## config.mk

```make
export PLATFORM = sky130hd
export DESIGN_NAME = int_to_float_converter
export DESIGN_NICKNAME = d
export VERILOG_FILES = /design/src/rtl/fp_pkg.sv /design/src/rtl/fp_round_rne.sv /design/src/rtl/int_to_float_converter.sv
export SDC_FILE = /design/constraint.sdc
export NUM_CORES = 1
export LEC_CHECK = 0
export ABC_AREA = 1
export BUFFER_PORTS_ARGS = -buffer_cell sky130_fd_sc_hd__buf_2
export CORE_MARGIN = 1
export CORE_UTILIZATION = 47
export CTS_CLUSTER_SIZE = 28
export DETAILED_ROUTE_END_ITERATION = 6
export GPL_ROUTABILITY_DRIVEN = 0
export PLACE_DENSITY = 0.78
export SYNTH_ARGS = -nofsm -noshare
export SYNTH_HDL_FRONTEND = slang
export SYNTH_SLANG_ARGS = --single-unit
export TNS_END_PERCENT = 5
```

## constraint.sdc

```tcl
create_clock -name clk -period 2.2 [get_ports clk]
set_input_delay 0.55 -clock clk [delete_from_list [all_inputs] [get_ports clk]]
set_output_delay 0.55 -clock clk [all_outputs]
set_load 0.05 [all_outputs]
```

## src/rtl/fp_pkg.sv

```systemverilog
`default_nettype none
// ============================================================================
// Module      : fp_pkg
// Description : Shared single-precision float constants and the converter
//               state encoding.
// Revision    : 1.0 - initial release
// ============================================================================
package fp_pkg;

    localparam int FP_EXP_BIAS = 127;
    localparam int FP_EXP_W    = 8;
    localparam int FP_MANT_W   = 23;

    typedef enum logic [1:0] {
        IDLE  = 2'd0,
        NORM  = 2'd1,
        ROUND = 2'd2,
        DONE  = 2'd3
    } conv_state_t;

endpackage
`default_nettype wire

```

## src/rtl/fp_round_rne.sv

```systemverilog
`default_nettype none
// ============================================================================
// Module      : fp_round_rne
// Description : Combinational round-to-nearest-even of a normalized magnitude
//               (leading one in the MSB) into a packed exponent/mantissa.
// Revision    : 1.0 - initial release
// ============================================================================
module fp_round_rne
    import fp_pkg::*;
#(
    parameter int MAG_W = 32
) (
    input  logic [MAG_W-1:0]              mag,
    input  logic [FP_EXP_W-1:0]           exp,
    output logic [FP_EXP_W+FP_MANT_W-1:0] packed_em,
    output logic                          exp_inc,
    output logic                          inexact,
    output logic                          is_zero
);

    logic [FP_MANT_W-1:0] w_mant;
    logic                 w_guard;
    logic                 w_sticky;
    logic                 w_round_up;
    logic [FP_MANT_W:0]   w_mant_sum;

    // Bits below the hidden one: mantissa, then guard, then everything else.
    assign w_mant  = mag[MAG_W-2 -: FP_MANT_W];
    assign w_guard = mag[MAG_W-FP_MANT_W-2];

    // At the minimum width there are no bits left below the guard bit.
    generate
        if (MAG_W > FP_MANT_W + 2) begin : g_sticky_bits
            assign w_sticky = |mag[MAG_W-FP_MANT_W-3:0];
        end else begin : g_no_sticky
            assign w_sticky = 1'b0;
        end
    endgenerate

    assign w_round_up = w_guard & (w_sticky | w_mant[0]);
    assign w_mant_sum = {1'b0, w_mant} + {{FP_MANT_W{1'b0}}, w_round_up};

    // A carry out of the mantissa leaves its low bits all zero, so only the
    // exponent needs adjusting.
    assign exp_inc   = w_mant_sum[FP_MANT_W];
    assign packed_em = {exp + FP_EXP_W'(exp_inc), w_mant_sum[FP_MANT_W-1:0]};
    assign inexact   = w_guard | w_sticky;
    // A normalized magnitude without its leading one can only be zero.
    assign is_zero   = ~mag[MAG_W-1];

endmodule
`default_nettype wire

```

## src/rtl/int_to_float_converter.sv

```systemverilog
`default_nettype none
// ============================================================================
// Module      : int_to_float_converter
// Description : Multi-cycle XLEN-bit integer to IEEE-754 single conversion,
//               round to nearest even, one normalization shift per cycle,
//               valid/ready on both sides.
//               Define INT_TO_FLOAT_SIGNED_EN for two's-complement input;
//               otherwise the input is unsigned.
// Revision    : 1.0 - initial release
// ============================================================================
module int_to_float_converter
    import fp_pkg::*;
#(
    parameter int XLEN = 32
) (
    input  logic            clk,
    input  logic            rst_n,
    input  logic            in_valid,
    output logic            in_ready,
    input  logic [XLEN-1:0] in_data,
    output logic            out_valid,
    input  logic            out_ready,
    output logic [31:0]     out_data,
    output logic            inexact
);

    localparam logic [FP_EXP_W-1:0] C_EXP_INIT = FP_EXP_W'(FP_EXP_BIAS + XLEN - 1);

    conv_state_t                    r_state;
    conv_state_t                    w_state_nx;
    logic                           r_sign;
    logic [XLEN-1:0]                r_mag;
    logic [FP_EXP_W-1:0]            r_exp;
    logic [31:0]                    r_out_data;
    logic                           r_inexact;
    logic                           r_out_valid;

    logic                           w_in_sign;
    logic [XLEN-1:0]                w_in_mag;
    logic                           w_norm_done;
    logic [FP_EXP_W+FP_MANT_W-1:0]  w_rnd_em;
    logic                           w_rnd_exp_inc;
    logic                           w_rnd_inexact;
    logic                           w_rnd_zero;

`ifdef INT_TO_FLOAT_SIGNED_EN
    // Absolute value; the most-negative input maps to 1 followed by zeros,
    // which is exactly right for an unsigned magnitude.
    assign w_in_sign = in_data[XLEN-1];
    assign w_in_mag  = w_in_sign ? (~in_data + XLEN'(1)) : in_data;
`else
    assign w_in_sign = 1'b0;
    assign w_in_mag  = in_data;
`endif

    assign w_norm_done = (r_mag == '0) || r_mag[XLEN-1];

    fp_round_rne #(
        .MAG_W (XLEN)
    ) u_round (
        .mag       (r_mag),
        .exp       (r_exp),
        .packed_em (w_rnd_em),
        .exp_inc   (w_rnd_exp_inc),
        .inexact   (w_rnd_inexact),
        .is_zero   (w_rnd_zero)
    );

    // State register.
    always_ff @(posedge clk or negedge rst_n) begin
        if (!rst_n) begin
            r_state <= IDLE;
        end else begin
            r_state <= w_state_nx;
        end
    end

    // Next-state decode.
    always_comb begin
        w_state_nx = r_state;
        unique case (r_state)
            IDLE:    if (in_valid)    w_state_nx = NORM;
            NORM:    if (w_norm_done) w_state_nx = ROUND;
            ROUND:                    w_state_nx = DONE;
            DONE:    if (out_ready)   w_state_nx = IDLE;
            default:                  w_state_nx = IDLE;
        endcase
    end

    // Datapath: capture, shift-normalize, round and hold the result.
    always_ff @(posedge clk or negedge rst_n) begin
        if (!rst_n) begin
            r_sign      <= 1'b0;
            r_mag       <= '0;
            r_exp       <= '0;
            r_out_data  <= '0;
            r_inexact   <= 1'b0;
            r_out_valid <= 1'b0;
        end else begin
            unique case (r_state)
                IDLE: begin
                    if (in_valid) begin
                        r_sign <= w_in_sign;
                        r_mag  <= w_in_mag;
                        r_exp  <= C_EXP_INIT;
                    end
                end
                NORM: begin
                    if (!w_norm_done) begin
                        r_mag <= {r_mag[XLEN-2:0], 1'b0};
                        r_exp <= r_exp - FP_EXP_W'(1);
                    end
                end
                ROUND: begin
                    r_out_data  <= w_rnd_zero ? 32'h0 : {r_sign, w_rnd_em};
                    r_inexact   <= w_rnd_inexact;
                    r_exp       <= r_exp + FP_EXP_W'(w_rnd_exp_inc);
                    r_out_valid <= 1'b1;
                end
                DONE: begin
                    if (out_ready) begin
                        r_out_valid <= 1'b0;
                    end
                end
                default: begin
                    r_out_valid <= 1'b0;
                end
            endcase
        end
    end

    assign in_ready  = (r_state == IDLE);
    assign out_valid = r_out_valid;
    assign out_data  = r_out_data;
    assign inexact   = r_inexact;

endmodule
`default_nettype wire

```

* Yosys cells after proc, flatten, opt, wreduce, memory -nomap -nowiden
Cells that the tools add are included.
** Storage, ports and cells
- Bits in registers :: 76
- Output and inout bits :: 35
- Word-level logic and storage cells :: 43
- Input port bits :: 36
** Operators by class
- Add/subtract/negate cells :: 3
- Bitwise gates (word level) :: 3
- Eq/ne operators :: 7
- Multiplexer cells :: 13
- Reduce and logical (&&, ||, !) cells :: 11
** Operators by type and width (count)
- 32-bit two-way mux :: 2
- 32-bit one-hot mux with 2 select lines :: 1
- 32-bit zero test :: 1
- 31-bit two-way mux :: 1
- 23-bit by 1-bit adder with 24-bit output :: 1
- 8-bit one-hot mux with 3 select lines :: 1
- 8-bit two-way mux :: 2
- 3-bit AND reduction :: 3
- 8-bit by 1-bit adder with 8-bit output :: 1
- 2-bit != test (second input constant) :: 4
- 2-bit one-hot mux with 4 select lines :: 1
- 8-bit by 1-bit subtractor with 8-bit output (second input constant) :: 1
- 7-bit OR reduction :: 1
- 2-bit two-way mux :: 3
- 2-bit equality test (second input constant) :: 2
- 2-bit nonzero test :: 2
- 3-bit nonzero test :: 1
- 2-bit by 1-bit equality test with 1-bit output (second input constant) :: 1
- 2-bit zero test :: 1
- 1-bit bitwise OR :: 2
- 1-bit one-hot mux with 2 select lines :: 1
- 2-bit AND reduction :: 1
- 1-bit AND :: 1
- 1-bit logical OR :: 1
- 1-bit two-way mux :: 1

* Depth between registers and ports, before layout
Gate-level depths: netlist of run 1.
- Word-level depth :: 6
- Gate-level depth with buffers :: 18

* Hierarchy
Synthesis of run 1 repeated with hierarchy kept, for this count alone.
** Second synthesis, totals
- Cell total of the unflattened synthesis :: 627
- Area, all modules :: 4784.6 um2
** By module, submodules not included
- int_to_float_converter :: area an instance 3942.5 um2, cells each 482, seq. area each 1876.8 um2, times used 1
- fp_round_rne :: area an instance 842.1 um2, cells each 145, seq. area each 0.0 um2, times used 1

* Worst setup path after synthesis of run 1
OpenSTA, ideal clock, no wires.
- Kind :: reg-to-reg
- Start :: register r_mag[8]
- End :: register r_exp[6]
- Cell stages (with the launch flop) :: 19
- Data required time :: 2133 ps
- Data arrival time :: 2144 ps
- Path buffers :: 0
- Slack :: -10 ps
- Cells stage by stage :: dfrtp_1 nand2_1 nor2_1 nand2_1 inv_1 nand2_1 nor2_1 nand3_1 nor2_1 ha_1 ha_1 nand2_1 nor2_1 nand2_1 nand2_1 nand3_1 a21oi_1 nand3_1 nand2_1
** On the way
- Cells in the longest elaborated chain, start to end :: 5
- Elaborated cells between the ends (all ways) :: 9
- Those cells by class :: add/sub: 2; eq/ne: 1; mux: 1; bitwise: 2; reduce/logical: 3
** RTL lines
- from (decl) :: line int_to_float_converter.sv:32 : logic [XLEN-1:0] r_mag;
- from (signal assigned) :: line int_to_float_converter.sv:104 : r_mag <= w_in_mag;
- from (signal assigned) :: line int_to_float_converter.sv:110 : r_mag <= {r_mag[XLEN-2:0], 1'b0};
- 1-bit bitwise OR :: line fp_round_rne.sv:40 : assign w_round_up = w_guard & (w_sticky | w_mant[0]);
- 1-bit AND :: line fp_round_rne.sv:40
- 23-bit by 1-bit adder with 24-bit output :: line fp_round_rne.sv:41 : assign w_mant_sum = {1'b0, w_mant} + {{FP_MANT_W{1'b0}}, w_round_up};
- 8-bit by 1-bit adder with 8-bit output :: line int_to_float_converter.sv:117 : r_exp <= r_exp + FP_EXP_W'(w_rnd_exp_inc);
- 8-bit one-hot mux with 3 select lines :: line int_to_float_converter.sv:100 : unique case (r_state)
- to (signal assigned) :: line int_to_float_converter.sv:111 : r_exp <= r_exp - FP_EXP_W'(1);
- to (signal assigned) :: line int_to_float_converter.sv:117
- to (decl) :: line int_to_float_converter.sv:33 : logic [FP_EXP_W-1:0] r_exp;
Several ways; a longest one is shown, not always the timed one.
A chain may end at the register's enable or synchronous reset.

* Final worst setup path of run 1
- Start :: register r_mag[7]
- End :: register r_out_data[13] (netlist: out_data[13])
** On the way
- Cells in the longest elaborated chain, start to end :: 3
** RTL lines
- 1-bit AND :: line fp_round_rne.sv:40
- 23-bit by 1-bit adder with 24-bit output :: line fp_round_rne.sv:41
- 31-bit two-way mux :: line int_to_float_converter.sv:115 : r_out_data <= w_rnd_zero ? 32'h0 : {r_sign, w_rnd_em};
- to (signal assigned) :: line int_to_float_converter.sv:115
- to (decl) :: line int_to_float_converter.sv:34 : logic [31:0] r_out_data;
No other way between the ends.

==> impl_metrics.py, run 1 <==
metrics = {
    "run_status": {
        "outcome": "complete, no violations",
    },
    "floorplan": {
        "start_util_pct": 48.3,
        "die_w_um": 98.9,
        "die_h_um": 98.9,
        "rows": 35,
        "dieArea_sq_um": 9790,
        "core_area_sq_um": 9150,
        "ioPinCount": 71,
    },
    "synth": {
        "synth_top_area_share_pct": 42.5,
        "synth_area_per_cell_sq_um": 6.91,
        "synth.area.top_cells": "dfrtp_1, nand2_1, nand3_1",
        "synth_flop_cell": "dfrtp_1",
        "yosysWarnings": 0,
        "ys_types": 32,
        "synth_area_sq_um": 4420,
        "yosys.area.top_type": "dfrtp_1",
        "synth_edf_count": 0,
        "syn-num-nets": 684,
        "syn_inst": 639,
        "ys_seq_elements": 75,
        "postSynth.asyncResetShare_pct": 100,
        "seq_area_frac_synth_pct": 42.5,
        "yosys-top-cells-count": "nand2_1, dfrtp_1, nand3_1, nor2_1, o21ai_0",
        "synth_most_common_cell": "nand2_1",
    },
    "worst_setup_path": {
        "cp_cell_sequence": "nand2_2 -> nor2_2 -> nand2_1 -> inv_2 -> nand2_2 -> nor2_2 -> nand3_2 -> buf_4 -> buf_4 -> buf_4 -> buf_4 -> buf_4 -> buf_4 -> buf_4 -> buf_4 -> nand3_2 -> nand2_1",
        "crit_fanout": 2,
        "critPathKind": "register to register",
        "end_kind": "register",
        "crit_slowest_cell": "dfrtp_1",
        "critPathBufInv": 9,
        "reg2regPathDepth": 17,
        "cp.depth": 17,
        "required_ps": 2450,
        "critical-path-top-delay-family": "buffers and inverters",
        "cp-start-kind": "register",
        "crit_top_cell": "buf_4",
        "crit_arrival_ps": 2440,
        "cp_slowest_stage_delay_ps": 360,
    },
    "clock_network": {
        "cts.sinks": 75,
        "ctsHoldBuffers": 0,
        "clock_path_buffers": 2,
        "cts_buffers": 9,
        "cts_max_level": 3,
        "clock_latency_ps": 360,
        "root_buffer": "clkbuf_8",
        "clkSlewWorstSetupHoldPaths_ps": 90,
        "cts_tree": "done",
    },
    "global_route": {
        "grt_pass1_wl_um": 20100,
        "grt_overflow": 0,
        "antenna_found_initial": 0,
        "grt_max_degree": 76,
        "grt_pass1_vias": 4309,
        "grt_util_all_layers_pct": 26.0,
    },
    "routing": {
        "drt_iter0_markers": 361,
        "ant_nets": 0,
        "post_drt_wl_per_cell_um": 14.0,
        "dr_wl_met2_um": 5770,
        "wl_met3_um": 845,
        "vias_per_cell": 5.41,
        "vias": 4692,
        "drc": 0,
        "met1Wirelength_um": 5190,
        "highest_layer": "met4",
        "drt-total-wl_um": 12100,
        "firstDrtPassIters": 5,
    },
    "sta": {
        "hold_viol_final": 0,
        "finalMaxSlewViolations": 0,
        "setup_viol": 0,
        "skew_ps": 11.0,
        "postLayoutSetupSlackWorst_ps": 9.04,
        "fin_setup_tns_ps": 0,
        "slew_headroom_pct": 62.9,
        "fin_crit_sh_pct": 99.6,
        "fmax_mhz": 456,
        "min_period_ps": 2190,
        "tightest_slew_ps": 553,
        "rsz0062_at_grt": "true",
    },
    "power": {
        "p_per_area_nw_per_um2": 1540,
        "ir_worst_vdd_uv": 769,
        "total_power_w": 0.00853,
        "total_leakage_power_nw": 2.95,
    },
    "layout": {
        "layout.area.seq_sq_um": 1880,
        "drive_above_1_share_pct": 23.4,
        "fillerInstances": 823,
        "multi_input_area_sq_um": 2320,
        "antennaDiodeCount": 0,
        "fin_nets": 796,
        "layout-area-overhead-vs-synth_pct": 25.1,
        "post-route-util_pct": 60.4,
    },
    "placed_design": {
        "place_ws_ps": -137,
        "port_buffers": 69,
        "dp_hpwl_um": 8400,
    },
    "run": {
        "cap_violations": 0,
    },
    "hold_path": {
        "min_path_type": "input pin to asynchronous set/reset pin",
    },
}
## placed cells by master (no fill, tap or decap), drive strengths merged, types with 4 or more instances in the layout
| cell | Yosys | final |
|---|---|---|
| nand4 | 10 | 10 |
| a21oi | 12 | 12 |
| ha | 9 | 9 |
| nand3 | 74 | 74 |
| nor2 | 56 | 56 |
| dfrtp | 75 | 75 |
| nor3 | 11 | 11 |
| clkbuf | 13 | 10 |
| inv | 44 | 44 |
| buf | 14 | 128 |
| o21ai | 48 | 48 |
| nand2 | 261 | 261 |
| clkinvlp | 0 | 4 |
## per-layer routing
metal	vias up	track usage, %
li1	2279	-
met1	2168	35.3
met2	214	42.1
met3	31	3.33
met4	0	10.7
met5	-	0
## path summary, 6_finish.rpt
kind	startpoint	endpoint	slack, ps
setup / recovery	r_mag[7]	out_data[13]	9
hold / removal	rst_n	out_data[11]	210
setup reg to reg	r_mag[7]	out_data[13]	9
hold reg to reg	out_data[17]	out_data[17]	480
max in group asynchronous	rst_n	out_valid	1660
min in group clk	in_data[0]	r_mag[0]	470
## cell families (layout without fill, tap and decap cells)
kind of cell             after synthesis  after routing  share of synthesized area, %
adder cells (fa/ha/maj)                9              9                          2.55
AO/OA/AOI/OAI                         70             70                          8.70
AND/OR/NAND/NOR                      412            412                          39.0
flip-flops                            75             75                          42.5
other                                  1              1                        0.0849
XOR/XNOR                               1              1                         0.198
buffers and inverters                 71            188                          6.97
## flip-flops by register name, indices dropped and copies added (netlist names)
| register | cells |
|---|---|
| inexact | 1 |
| r_mag | 32 |
| r_exp | 8 |
| r_state | 2 |
| out_valid | 1 |
| out_data | 31 |
## report_power, final
| group | switching (W) | total (W) | internal (W) |
|---|---|---|---|
| Sequential | 0.000437 | 0.00239 | 0.00195 |
| Combinational | 0.00342 | 0.00505 | 0.00163 |
| Clock | 0.000540 | 0.00109 | 0.000552 |
## cell type report
cell class / count / area share (%)
multi-input cells: 493 / 42.1
flip-flops and latches: 75 / 34.0
repair buffers: 128 / 14.8
inverters: 44 / 2.99
well taps: 111 / 2.51
clock buffers: 10 / 2.49
clock inverters: 6 / 1.18
## what timing repair did
| item | CTS | global route |
|---|---|---|
| buffers inserted | 10 | 1 |
| setup endpoints to repair | 6 | 15 |
| resized for setup | 13 | 14 |
| cloned | 0 | 0 |
| pin swaps | 9 | 13 |
| endpoints found under the hold margin | 0 | 0 |
## worst reg2reg max path, stage by stage, from the launching register on
cell and delay, ps:
dfrtp_1 360, nand2_2 70, nor2_2 120, nand2_1 90, inv_2 70, nand2_2 50
nor2_2 100, nand3_2 100, buf_4 160, buf_4 120, buf_4 120, buf_4 120
buf_4 120, buf_4 120, buf_4 120, buf_4 120, nand3_2 60, nand2_1 60
## stage by stage
stage / hold slack, ps / instance area [sq um] / std cells
after global routing: 238 / 5520 / 867
final: 210 / 5520 / 867
after floorplan: 254 / 4420 / 639
after global placement: 459 / 5150 / 840
after CTS: 225 / 5470 / 866
after detailed placement: 463 / 5150 / 840
(Power assumes the default switching activity.)
==> run 2: changes to the inputs <==
--- a/config.mk
+++ b/config.mk
@@ -12,7 +12,8 @@
 export CTS_CLUSTER_SIZE = 28
 export DETAILED_ROUTE_END_ITERATION = 6
 export GPL_ROUTABILITY_DRIVEN = 0
-export PLACE_DENSITY = 0.78
+export MAX_ROUTING_LAYER = met4
+export PLACE_DENSITY = 0.72
 export SYNTH_ARGS = -nofsm -noshare
 export SYNTH_HDL_FRONTEND = slang
 export SYNTH_SLANG_ARGS = --single-unit
==> run 2 against run 1 <==
Effect of this change:
- the flow now finishes with violations (negative setup slack)
- non-clock buffer count up 23
- power up 0.61%
- sequential power about the same
- hold slack worse by 140 ps
- combinational power up 3%
- clock power fell by 11%
- critical endpoint is now out_data[5]
- largest cell class unchanged
==> impl_metrics.py, run 2 (synthesis gave the netlist of run 1 again) <==
metrics = {
    "run_status": {
        "outcome": "finished with violations",
        "violations": "negative setup slack",
    },
    "placed_design": {
        "dp_cells": 842,
        "port_buffers": 69,
        "dp_hpwl_um": 8980,
        "place_area_sq_um": 5160,
    },
    "clock_network": {
        "cts_buffers": 9,
        "root_buffer": "clkbuf_8",
        "ctsHoldBuffers": 0,
        "clock_path_buffers": 2,
        "cts_tree": "done",
        "cts.sinks": 75,
        "clock_latency_ps": 360,
        "clkSlewWorstSetupHoldPaths_ps": 90,
        "cts_max_level": 3,
    },
    "worst_setup_path": {
        "cp_slowest_stage_delay_ps": 400,
        "crit_fanout": 2,
        "cp-start-kind": "register",
        "crit_top_cell": "buf_4",
        "critPathKind": "register to register",
        "crit_slowest_cell": "dfrtp_1",
        "crit_arrival_ps": 2520,
        "end_kind": "register",
        "cp_cell_sequence": "nand2_2 -> nor2_4 -> nand2_2 -> inv_2 -> buf_4 -> buf_4 -> buf_4 -> buf_4 -> buf_4 -> buf_4 -> buf_4 -> buf_4 -> buf_4 -> buf_4 -> buf_4 -> nor2_1 -> o21ai_1",
        "required_ps": 2450,
    },
    "layout": {
        "layout-area-overhead-vs-synth_pct": 29.3,
        "final_common_cell": "nand2_1",
        "layout.area.seq_sq_um": 1880,
        "largest_register_ffs": 32,
        "drive_above_1_share_pct": 25.8,
        "fillerInstances": 821,
        "antennaDiodeCount": 0,
        "fin_nets": 819,
        "largest-register": "r_mag",
        "multi_input_area_sq_um": 2380,
        "post-route-util_pct": 62.4,
        "final_cell_mix": "nand2_1, buf_4, dfrtp_1",
        "stdcell_count": 889,
        "stdcell_area_sq_um": 5710,
    },
    "floorplan": {
        "ioPinCount": 71,
        "die_w_um": 98.9,
        "start_util_pct": 48.3,
        "die_h_um": 98.9,
        "rows": 35,
        "core_area_sq_um": 9150,
        "dieArea_sq_um": 9790,
    },
    "sta": {
        "rsz0062_at_grt": "true",
        "hold_ws_ps": 74.5,
        "slew_headroom_pct": 60.8,
        "min_period_ps": 2270,
        "postLayoutSetupSlackWorst_ps": -66.6,
        "tightest_slew_ps": 587,
        "finalMaxSlewViolations": 0,
        "fin_crit_sh_pct": 103,
        "hold_viol_final": 0,
        "setup_viol": 3,
        "fin_setup_tns_ps": -97.6,
        "fmax_mhz": 441,
        "skew_ps": 17.4,
    },
    "run": {
        "cap_violations": 0,
    },
    "global_route": {
        "antenna_found_initial": 0,
        "grt_overflow": 0,
        "grt_util_all_layers_pct": 28.6,
        "grt_pass1_wl_um": 21400,
        "grt_max_degree": 37,
        "grt_pass1_vias": 4585,
    },
    "hold_path": {
        "min_path_type": "input pin to asynchronous set/reset pin",
    },
    "power": {
        "power.share.sequential_pct": 27.9,
        "p_clk_share_pct": 11.3,
        "internal_power_w": 0.00406,
        "p_comb_share_pct": 60.8,
        "p_sw_w": 0.00453,
        "ir_worst_vdd_uv": 976,
        "total_leakage_power_nw": 3.09,
        "p_per_area_nw_per_um2": 1500,
        "p_sw_share_pct": 52.7,
    },
    "routing": {
        "vias_per_cell": 5.51,
        "drt_iter0_markers": 326,
        "drt-total-wl_um": 13600,
        "drc": 0,
        "ant_nets": 0,
        "post_drt_wl_per_cell_um": 15.2,
        "vias": 4897,
        "firstDrtPassIters": 7,
    },
}
## run 2: cell count changes in the layout (fill, tap and decap cells not counted), sizes merged
cell | before | now
clkbuf | 10 | 12
clkinv | 1 | 3
buf | 128 | 151
bufinv | 1 | 0
clkinvlp | 4 | 0
## run 2: power by group through the flow
stage               logic [W]  registers, W  clock network (W)
finish                0.00522       0.00240           0.000968
global route          0.00571       0.00245            0.00102
CTS                   0.00500       0.00237           0.000957
detailed placement    0.00492       0.00237                  0
global placement      0.00482       0.00234                  0
floorplan             0.00276       0.00305                  0
## run 2: path summary, 6_finish.rpt
path | start | depth (start not counted) | endpoint | slack [ps]
setup / recovery | r_mag[9] | 17 | out_data[5] | -70
hold / removal | rst_n | 1 | out_data[25] | 70
setup reg to reg | r_mag[9] | 17 | out_data[5] | -70
hold reg to reg | out_data[8] | 2 | out_data[8] | 480
max in group asynchronous | rst_n | 2 | r_mag[30] | 1550
min in group clk | in_data[0] | 3 | r_mag[0] | 460
## run 2: layout make-up
| class | count | share of cell area (%) |
|---|---|---|
| multi-input cells | 493 | 41.7 |
| flip-flops and latches | 75 | 32.9 |
| repair buffers | 151 | 17.3 |
| inverters | 44 | 2.89 |
| clock buffers | 12 | 2.54 |
| well taps | 111 | 2.43 |
| clock inverters | 3 | 0.263 |
## run 2: stage by stage
stage / power, W / worst slack [ps]
finish: 0.00858 / -66.6
global route: 0.00919 / -182
floorplan: 0.00581 / 9.94
global placement: 0.00717 / -107
detailed placement: 0.00729 / -241
CTS: 0.00832 / -63.4
## run 2: what timing repair did
item                                    in CTS  in global routing
pin swaps                                   12                 12
buffers inserted                            27                  5
resized for setup                           15                 25
endpoints found under the setup margin       5                 50
## run 2: metal layers
metal | share of wire [%] | track usage [%]
met1 | 42 | 35.3
met2 | 47 | 45.2
met3 | 8.2 | 4.96
met4 | 3.3 | 14.9
met5 | 0 | -
## run 2: worst max-delay path: cells and delay by family (launching register included)
family,cells,cell delay (ps)
buf+inv,12,1370
simple gates,4,300
compound gates,1,80
flops,1,400
==> run 3: changes to the inputs <==
--- a/config.mk
+++ b/config.mk
@@ -9,12 +9,14 @@
 export BUFFER_PORTS_ARGS = -buffer_cell sky130_fd_sc_hd__buf_2
 export CORE_MARGIN = 1
 export CORE_UTILIZATION = 47
+export CTS_BUF_LIST = sky130_fd_sc_hd__clkbuf_8
 export CTS_CLUSTER_SIZE = 28
 export DETAILED_ROUTE_END_ITERATION = 6
 export GPL_ROUTABILITY_DRIVEN = 0
 export MAX_ROUTING_LAYER = met4
-export PLACE_DENSITY = 0.72
+export PLACE_DENSITY = 0.71
 export SYNTH_ARGS = -nofsm -noshare
 export SYNTH_HDL_FRONTEND = slang
+export SYNTH_HIERARCHICAL = 1
 export SYNTH_SLANG_ARGS = --single-unit
 export TNS_END_PERCENT = 5
==> run 3 against run 2 <==
Effect of this change:
- the run still ends with negative setup slack left
- clock skew decreased by 7.1 ps
- via count down 12%
- global-route usage fell by 4.5 points
- wire length is 14% lower
- final cell count down 2.0%
- largest power group unchanged
==> impl_metrics.py, run 3 <==
metrics = {
    "run_status": {
        "outcome": "finished with violations",
        "violations": "negative setup slack",
    },
    "synth": {
        "seq_area_frac_synth_pct": 39.2,
        "synth_top_family_by_area": "simple AND/OR/NAND/NOR gates",
        "ys_seq_elements": 75,
        "postSynth.asyncResetShare_pct": 100,
        "yosys-top-cells-count": "nand2_1, dfrtp_1, inv_1, nand3_1, nor2_1",
        "yosys.area.top_type": "dfrtp_1",
        "synth_simple_gate_area_share_pct": 32.2,
        "synth-compound-area-share_pct": 4.86,
        "synthMuxAreaShare_pct": 7.30,
        "synth_edf_count": 0,
        "synth_area_per_cell_sq_um": 7.63,
        "synth_flop_cell": "dfrtp_1",
        "synth.area.top_cells": "dfrtp_1, nand2_1, mux2_2",
        "yosysWarnings": 6,
        "syn_inst": 627,
        "synth_xor_area_share_pct": 4.03,
        "synth_adder_area_share_pct": 4.08,
        "synth_most_common_cell": "nand2_1",
        "synth_top_area_share_pct": 39.2,
        "ys_types": 33,
        "syn-num-nets": 678,
        "synth_area_sq_um": 4780,
    },
    "sta": {
        "rsz0062_at_grt": "true",
        "postLayoutSetupSlackWorst_ps": -66.3,
        "fmax_mhz": 441,
        "skew_ps": 10.3,
        "finalMaxSlewViolations": 0,
        "hold_viol_final": 0,
        "fin_crit_sh_pct": 103,
        "setup_viol": 1,
        "slew_headroom_pct": 62.3,
        "min_period_ps": 2270,
        "hold_ws_ps": 192,
        "tightest_slew_ps": 565,
    },
    "clock_network": {
        "root_buffer": "clkbuf_8",
        "clock_path_buffers": 2,
        "cts_max_level": 3,
        "clock_latency_ps": 350,
        "cts_buffers": 9,
        "clkSlewWorstSetupHoldPaths_ps": 80,
        "ctsHoldBuffers": 0,
        "cts_tree": "done",
        "cts.sinks": 75,
    },
    "layout": {
        "final_cell_mix": "nand2_1, inv_1, dfrtp_1",
        "antennaDiodeCount": 0,
        "post-route-util_pct": 59.8,
        "largest-register": "r_mag",
        "final_common_cell": "nand2_1",
        "fin_nets": 785,
        "drive_above_1_share_pct": 27.5,
        "largest_register_ffs": 32,
        "layout-area-overhead-vs-synth_pct": 22.7,
    },
    "worst_setup_path": {
        "crit_fanout": 3,
        "reg2regPathDepth": 14,
        "end_kind": "register",
        "crit_arrival_ps": 2500,
        "regToRegEndpoint": "r_exp[4]",
        "cp-start-kind": "register",
        "worst-r2r-setup-slack_ps": -70,
        "critPathKind": "register to register",
        "cp_slowest_stage_delay_ps": 390,
        "crit_path_end": "r_exp[4]",
        "reg2reg_from": "r_mag[8]",
        "crit_start": "r_mag[8]",
        "cp_cell_sequence": "nand2_2 -> nor2_8 -> nand3_4 -> nor2_4 -> nand2_2 -> nor2_2 -> or2_4 -> ha_4 -> fa_2 -> a21oi_2 -> xor2_1 -> nand2_1 -> nand3_1 -> nand2_1",
        "required_ps": 2440,
        "crit_slowest_cell": "dfrtp_1",
    },
    "placed_design": {
        "dp_hpwl_um": 8500,
        "port_buffers": 69,
        "place_ws_ps": -0.508,
    },
    "power": {
        "p_clk_share_pct": 11.3,
        "p_comb_share_pct": 64.0,
        "internal_power_w": 0.00509,
        "p_sw_share_pct": 49.9,
        "total_leakage_power_nw": 3.18,
        "p_sw_w": 0.00507,
        "ir_worst_vdd_uv": 869,
        "p_per_area_nw_per_um2": 1730,
        "power.share.sequential_pct": 24.7,
        "total_power_w": 0.0102,
    },
    "routing": {
        "vias": 4305,
        "drc": 0,
        "drt_iter0_markers": 153,
        "vias_per_cell": 4.94,
        "drt-total-wl_um": 11600,
        "firstDrtPassIters": 4,
        "post_drt_wl_per_cell_um": 13.3,
        "ant_nets": 0,
    },
    "global_route": {
        "grt_pass1_vias": 4055,
        "grt_max_degree": 33,
        "grt_util_all_layers_pct": 24.2,
        "grt_overflow": 0,
        "grt_pass1_wl_um": 19000,
        "antenna_found_initial": 0,
    },
    "hold_path": {
        "min_path_type": "input pin to asynchronous set/reset pin",
    },
    "floorplan": {
        "start_util_pct": 48.7,
        "dieArea_sq_um": 10600,
        "ioPinCount": 71,
        "core_area_sq_um": 9820,
        "rows": 36,
        "die_w_um": 103,
        "die_h_um": 103,
    },
    "run": {
        "cap_violations": 0,
    },
}
## run 3: per-stage QoR
step | TNS (ps) | std cells | cell area [sq um]
after floorplan | -66.0 | 627 | 4810
after global placement | 0 | 851 | 5570
after detailed placement | -0.508 | 851 | 5570
after CTS | 0 | 866 | 5780
after global routing | -636 | 871 | 5870
final | -66.3 | 871 | 5870
## run 3: routing by layer
metal / global-route usage [%] / vias up / share of wire (%)
li1: - / 2185 / -
met1: 31.1 / 2007 / 47
met2: 39.4 / 95 / 48
met3: 2.98 / 18 / 3.4
met4: 8.45 / 0 / 1.8
met5: - / - / 0
## run 3: worst min-delay path by stage
stage                        from           to
after floorplan             rst_n      inexact
after global placement    inexact      inexact
after detailed placement  inexact      inexact
after CTS                   rst_n  out_data[1]
after global routing        rst_n     r_mag[4]
final                       rst_n  out_data[2]
## run 3: worst max-delay path, delay by kind of cell, from the launching register on
family | cells | cell delay (ps)
fa+ha+maj | 2 | 560
compound gates | 1 | 170
flops | 1 | 390
xor+xnor | 1 | 200
simple gates | 10 | 840
## run 3: area by class of cell
type	instances	area, sq um
Clock buffer	10	138
Clock inverter	5	71.3
Fill cell	951	3950
Inverter	74	278
Multi-Input combinational cell	457	2580
Sequential cell	75	1880
Tap cell	133	166
Timing Repair Buffer	117	756
## run 3: cells by family after synthesis
group / Yosys count
other: 1
flip-flops: 75
AND/OR/NAND/NOR: 343
XOR/XNOR: 22
multiplexers: 31
AO/OA/AOI/OAI: 45
buffers and inverters: 95
adder cells (fa/ha/maj): 15
## run 3: power groups by stage
stage          Combinational [W]  Sequential (W)  Clock, W
3_3_place_gp             0.00609         0.00249         0
3_5_place_dp             0.00626         0.00253         0
2_1_floorplan            0.00356         0.00357         0
6_report                 0.00650         0.00251   0.00115
5_1_grt                  0.00723         0.00258   0.00123
4_1_cts                  0.00631         0.00250   0.00117
## run 3: what timing repair did
item	CTS	global route
pin swaps	1	7
cloned	0	0
setup endpoints to repair	2	12
resized for setup	2	12
setup buffers	0	5
